## src/rtl/reg_wb_queue_if.sv

```systemverilog
// Handshake and result bus between the producers/decode and the write-back queue.
// master: ALU/load producers, decode lookup and register file side.
// slave:  the queue itself.
interface reg_wb_if #(
  parameter int n = 5,
  parameter int m = 32
);
  logic         alu_valid;
  logic         alu_ready;
  logic [n-1:0] alu_addr;
  logic [m-1:0] alu_data;
  logic         mem_valid;
  logic         mem_ready;
  logic [n-1:0] mem_addr;
  logic [m-1:0] mem_data;
  logic [n-1:0] wb_addr;
  logic [m-1:0] wb_data;
  logic         wb_we;
  logic [n-1:0] byp_addr;
  logic         byp_hit;
  logic [m-1:0] byp_data;

  modport master (
    output alu_valid, alu_addr, alu_data, mem_valid, mem_addr, mem_data, byp_addr,
    input  alu_ready, mem_ready, wb_addr, wb_data, wb_we, byp_hit, byp_data
  );

  modport slave (
    input  alu_valid, alu_addr, alu_data, mem_valid, mem_addr, mem_data, byp_addr,
    output alu_ready, mem_ready, wb_addr, wb_data, wb_we, byp_hit, byp_data
  );
endinterface

```

## src/rtl/reg_wb_queue.sv

```systemverilog
// Write-back queue in front of the register file write port.
// Two producers (load path, ALU) push into an in-order FIFO; one entry drains
// per cycle into registered wb_addr/wb_data/wb_we.
// Define WB_BYPASS_EN to build the decode-stage bypass lookup; without it
// byp_hit/byp_data are tied to zero.
module reg_wb_queue #(
  parameter int n     = 5,
  parameter int m     = 32,
  parameter int DEPTH = 4
) (
  input  logic                     clk,
  input  logic                     rst_n,
  reg_wb_if.slave                  bus,
  output logic [$clog2(DEPTH):0]   count
);
  localparam int AW = $clog2(DEPTH);
  localparam int CW = AW + 1;
  localparam logic [CW-1:0] FULL = CW'(DEPTH);

  typedef struct packed {
    logic [n-1:0] addr;
    logic [m-1:0] data;
  } entry_t;

  entry_t        fifo [DEPTH];
  logic [AW-1:0] head, tail;
  logic [AW-1:0] alu_slot;
  logic          mem_push, alu_push, pop;

  // Ready looks only at the registered count; a same-cycle pop is not credited,
  // so a push can never collide with a full queue.
  assign bus.mem_ready = (count < FULL);
  assign bus.alu_ready = bus.mem_valid ? (count < FULL - CW'(1)) : (count < FULL);

  // Register 0 writes complete the handshake but are dropped.
  assign mem_push = bus.mem_valid & bus.mem_ready & (bus.mem_addr != '0);
  assign alu_push = bus.alu_valid & bus.alu_ready & (bus.alu_addr != '0);
  assign pop      = (count != '0);
  // The load entry is older, so the ALU entry lands behind it.
  assign alu_slot = tail + AW'(mem_push);

  // FIFO storage; validity is tracked by head/count, so no reset is needed here.
  always_ff @(posedge clk) begin
    if (mem_push) fifo[tail]     <= '{addr: bus.mem_addr, data: bus.mem_data};
    if (alu_push) fifo[alu_slot] <= '{addr: bus.alu_addr, data: bus.alu_data};
  end

  // Pointers, occupancy and the registered write-back stage.
  always_ff @(posedge clk or negedge rst_n) begin
    if (!rst_n) begin
      head        <= '0;
      tail        <= '0;
      count       <= '0;
      bus.wb_we   <= 1'b0;
      bus.wb_addr <= '0;
      bus.wb_data <= '0;
    end else begin
      tail  <= tail + AW'(mem_push) + AW'(alu_push);
      count <= count + CW'(mem_push) + CW'(alu_push) - CW'(pop);
      bus.wb_we <= pop;
      if (pop) begin
        head        <= head + AW'(1);
        bus.wb_addr <= fifo[head].addr;
        bus.wb_data <= fifo[head].data;
      end
    end
  end

`ifdef WB_BYPASS_EN
  // Bypass search: wb stage is the oldest candidate, then FIFO oldest to
  // youngest, so the last match (youngest) overrides earlier ones.
  always_comb begin
    bus.byp_hit  = 1'b0;
    bus.byp_data = '0;
    if (bus.byp_addr != '0) begin
      if (bus.wb_we && (bus.wb_addr == bus.byp_addr)) begin
        bus.byp_hit  = 1'b1;
        bus.byp_data = bus.wb_data;
      end
      for (int i = 0; i < DEPTH; i++) begin
        if ((CW'(i) < count) && (fifo[head + AW'(i)].addr == bus.byp_addr)) begin
          bus.byp_hit  = 1'b1;
          bus.byp_data = fifo[head + AW'(i)].data;
        end
      end
    end
  end
`else
  logic unused_byp;
  assign unused_byp   = ^bus.byp_addr;
  assign bus.byp_hit  = 1'b0;
  assign bus.byp_data = '0;
`endif
endmodule

```

## src/flat_wrapper.sv

```systemverilog
// flat-port wrapper written by rule: the top's interface ports become plain ports
module reg_wb_queue_flat 
#(
  parameter int n     = 5,
  parameter int m     = 32,
  parameter int DEPTH = 4
)
  (clk, rst_n, count, bus_alu_valid, bus_alu_addr, bus_alu_data, bus_mem_valid, bus_mem_addr, bus_mem_data, bus_byp_addr, bus_alu_ready, bus_mem_ready, bus_wb_addr, bus_wb_data, bus_wb_we, bus_byp_hit, bus_byp_data);
  reg_wb_if #(.n(n), .m(m)) bus_i ();
  input  logic clk;
  input  logic rst_n;
  output logic [$clog2(DEPTH):0] count;
  input wire logic [$bits(bus_i.alu_valid)-1:0] bus_alu_valid;
  input wire logic [$bits(bus_i.alu_addr)-1:0] bus_alu_addr;
  input wire logic [$bits(bus_i.alu_data)-1:0] bus_alu_data;
  input wire logic [$bits(bus_i.mem_valid)-1:0] bus_mem_valid;
  input wire logic [$bits(bus_i.mem_addr)-1:0] bus_mem_addr;
  input wire logic [$bits(bus_i.mem_data)-1:0] bus_mem_data;
  input wire logic [$bits(bus_i.byp_addr)-1:0] bus_byp_addr;
  output wire logic [$bits(bus_i.alu_ready)-1:0] bus_alu_ready;
  output wire logic [$bits(bus_i.mem_ready)-1:0] bus_mem_ready;
  output wire logic [$bits(bus_i.wb_addr)-1:0] bus_wb_addr;
  output wire logic [$bits(bus_i.wb_data)-1:0] bus_wb_data;
  output wire logic [$bits(bus_i.wb_we)-1:0] bus_wb_we;
  output wire logic [$bits(bus_i.byp_hit)-1:0] bus_byp_hit;
  output wire logic [$bits(bus_i.byp_data)-1:0] bus_byp_data;
  assign bus_i.alu_valid = bus_alu_valid;
  assign bus_i.alu_addr = bus_alu_addr;
  assign bus_i.alu_data = bus_alu_data;
  assign bus_i.mem_valid = bus_mem_valid;
  assign bus_i.mem_addr = bus_mem_addr;
  assign bus_i.mem_data = bus_mem_data;
  assign bus_i.byp_addr = bus_byp_addr;
  assign bus_alu_ready = bus_i.alu_ready;
  assign bus_mem_ready = bus_i.mem_ready;
  assign bus_wb_addr = bus_i.wb_addr;
  assign bus_wb_data = bus_i.wb_data;
  assign bus_wb_we = bus_i.wb_we;
  assign bus_byp_hit = bus_i.byp_hit;
  assign bus_byp_data = bus_i.byp_data;
  reg_wb_queue #(.n(n), .m(m), .DEPTH(DEPTH)) u_core (.clk(clk), .rst_n(rst_n), .bus(bus_i), .count(count));
endmodule
```

## config.mk

```make
export PLATFORM = sky130hd
export DESIGN_NAME = reg_wb_queue_flat
export DESIGN_NICKNAME = d
export VERILOG_FILES = /design/src/rtl/reg_wb_queue_if.sv /design/src/rtl/reg_wb_queue.sv /design/src/flat_wrapper.sv
export SDC_FILE = /design/constraint.sdc
export NUM_CORES = 1
export LEC_CHECK = 0
export BUFFER_PORTS_ARGS = -buffer_cell sky130_fd_sc_hd__buf_2
export CAP_MARGIN = 5
export CORE_MARGIN = 8
export CORE_UTILIZATION = 53
export CTS_CLUSTER_DIAMETER = 50
export DETAILED_ROUTE_END_ITERATION = 12
export HOLD_SLACK_MARGIN = 0.02
export PLACE_DENSITY = 0.82
export SYNTH_ARGS = -nofsm -noshare
export SYNTH_HDL_FRONTEND = slang
export SYNTH_SLANG_ARGS = --single-unit
```

## constraint.sdc

```tcl
create_clock -name clk -period 6.2 [get_ports clk]
set_clock_uncertainty 0.1 [all_clocks]
set_input_delay 0.62 -clock clk [delete_from_list [all_inputs] [get_ports clk]]
set_output_delay 0.62 -clock clk [all_outputs]
set_load 0.05 [all_outputs]
```

==> metrics <==
part of the power in registers=0.391; period utilization=0.587; Num CTS Buffers=17; Lkg Pwr=4.25 nW; htree depth=4; Nets=802; Diodes inserted=0; final instance area=0.0108 sq mm; Logic pwr share=0.413; critical path type=primary input to flop; Pwr per Cell Area=518 mW/mm^2; GP Congestion=0.727; hold crit path type=primary input to async pin; Int Power=3.41 mW; wire length per cell=21.5 um; Post-Synthesis Cells=595; EDFF count, synth=148; clock group share of total power=0.196; Peak VDD IR=0.287 mV; Core Footprint=0.0178 sq mm; Max-Cap Viols=0; First DRT Iteration DRCs=273; synthesized area=0.00949 sq mm; crit path launch type=primary input; port bufs=120; # placed instances=923; met3 Usage GRT=0.0505; max-slew violation count=0; hold_buf cts=0; status=complete, no violations; Worst EP arrival=3.72 ns; Clock Latency Late Sink=0.43 ns; vias per inst=5.53; Post-CTS Setup Repair Bufs=0; share of post-route cells with drive strength above 1=0.494; via count=5279; drt drc=0; Root Buffer=clkbuf_16; Worst slew margin=0.298; Mean Syn Cell Area=15.9 sq um; NetSw=2.16 mW; Yosys warnings=0; die area=0.0224 sq mm; CP max FO=22; RSZ-0062 raised after global routing=false; first-pass GRT wire length=31800 um; CP endpoint kind=flop; placed cell area=0.0102 sq mm; Routed WL=20500 um; ANT nets after route=0; pin count of the biggest net entering global routing=46; commonest cells after routing, fill and taps aside=edfxtp_1 (148), buf_2 (120), nand2_1 (115), mux2_2 (91), mux2_4 (57); Critical Path RT=6.28 ns; HPWL after detailed placement=13000 um; Max clock buf depth=2; 1st-pass router iterations=4; clk sinks=193; fin crit period=3.64 ns; fillers=1353; gr ovfl total=0; switching share of power=0.387; sequential fraction of the synthesis area=0.587; Die Ht=150 um; vias in the first global route=5920; Tot Pwr=5.57 mW; P&R area growth vs syn=13.4%; final std cells w/o fill=955; Hold Slack=0.202 ns; worst-margin pin slew=1.05 ns; Worst-path clk slew=0.07 ns; GRT met2 Usage=0.337; Critical Path Start=bus_mem_addr[0]; num ports=159; GRT met1 Usage=0.217; global route hottest layer=met2; Fin Setup TNS=0 ns; Yosys reg bits=193; initial antenna violation count=0; Synth Flop Type=edfxtp_1; PostCTS Resize Cnt=0; Starting Density=0.534; Hold Fails Final Rpt=0; CTS tree=yes; most common cell after layout, fill and taps aside=edfxtp_1; Overall Global Routing Usage=0.189; fmax=0.275 GHz; # rows=49; FF-to-FF Start=u_core.count[2]$_DFF_PN0_; DIE WIDTH=150 um; Async S/R FF share, synth=0.233; Synth cell types=28; Final setup viols=0
critical path, cell delays in order:
cell and delay, ns:
buf_2 0.13, or3_1 0.38, o311a_1 0.38, ha_1 0.25
xor2_1 0.34, nand2_1 0.22, nor2_4 0.49, buf_4 0.47
mux2_2 0.41
layout make-up:
type                       count  area (sq um)  share of cell area
sequential                   193          5570               0.518
multi-input combinational    359          3590               0.334
timing repair buffer         131           683              0.0635
clock buffer                  23           478              0.0444
tap                          229           287              0.0266
clock inverter                 9           106             0.00989
inverter                      11          41.3             0.00384
state kept, by name, summed over array words and instances, names as in the netlist:
name                count
u_core.bus.wb_we        1
u_core.bus.wb_data     32
u_core.bus.wb_addr      5
u_core.head             2
u_core.fifo           148
u_core.tail             2
u_core.count            3
power groups by stage:
stage	Combinational [mW]	Clock (mW)	Sequential [mW]
after global routing	2.46	1.16	2.23
after floorplan	1.37	0	2.57
final	2.30	1.09	2.18
after CTS	2.33	1.11	2.18
after detailed placement	2.33	0	2.21
after global placement	2.27	0	2.18
final timing paths:
path,end,slack [ns],cells after the start
worst max-delay path,u_core.fifo[3][20]$_DFFE_PP_,2.56,9
worst min-delay path,u_core.bus.wb_data[30]$_DFFE_PN0N_,0.20,2
worst max register to register,u_core.fifo[3][20]$_DFFE_PP_,2.84,8
worst min register to register,u_core.bus.wb_data[29]$_DFFE_PN0N_,0.36,2
max in group asynchronous,u_core.head[0]$_DFFE_PN0N_,5.30,2
min in group clk,u_core.bus.wb_data[29]$_DFFE_PN0N_,0.36,2
synth_stat cells (4+ instances only):
master    number  area [sq um]
clkbuf_1      11          41.3
ha_1           4          50.1
mux2_4        57           856
mux2_2        91          1020
mux4_2        37           833
nand2_1      115           432
buf_2          6          30.0
inv_1         11          41.3
buf_4         33           248
buf_6         12           135
dfrtp_1       45          1130
edfxtp_1     148          4440
xnor2_1        4          35.0
through the flow:
stage	setup slack, ns	utilization
2_1_floorplan	1.22	-
3_3_place_gp	2.28	0.572
3_5_place_dp	2.15	0.572
4_1_cts	2.60	0.605
5_1_grt	2.55	0.605
6_report	2.56	0.605
routing by layer:
layer  part of all wire  vias up
met5                  0        -
met2               0.52      177
li1                   -     2384
met3              0.066       26
met1               0.40     2692
met4              0.013        0
logic make-up after synthesis:
kind of cell | after synthesis | synth area share
flops | 193 | 0.587
mux | 185 | 0.286
simple gates | 122 | 0.0513
buf+inv | 75 | 0.0530
compound gates | 7 | 0.00725
fa+ha+maj | 6 | 0.00949
xor+xnor | 6 | 0.00554
other cells | 1 | 0.000395
No activity file was read; power rests on OpenSTA's default activity.
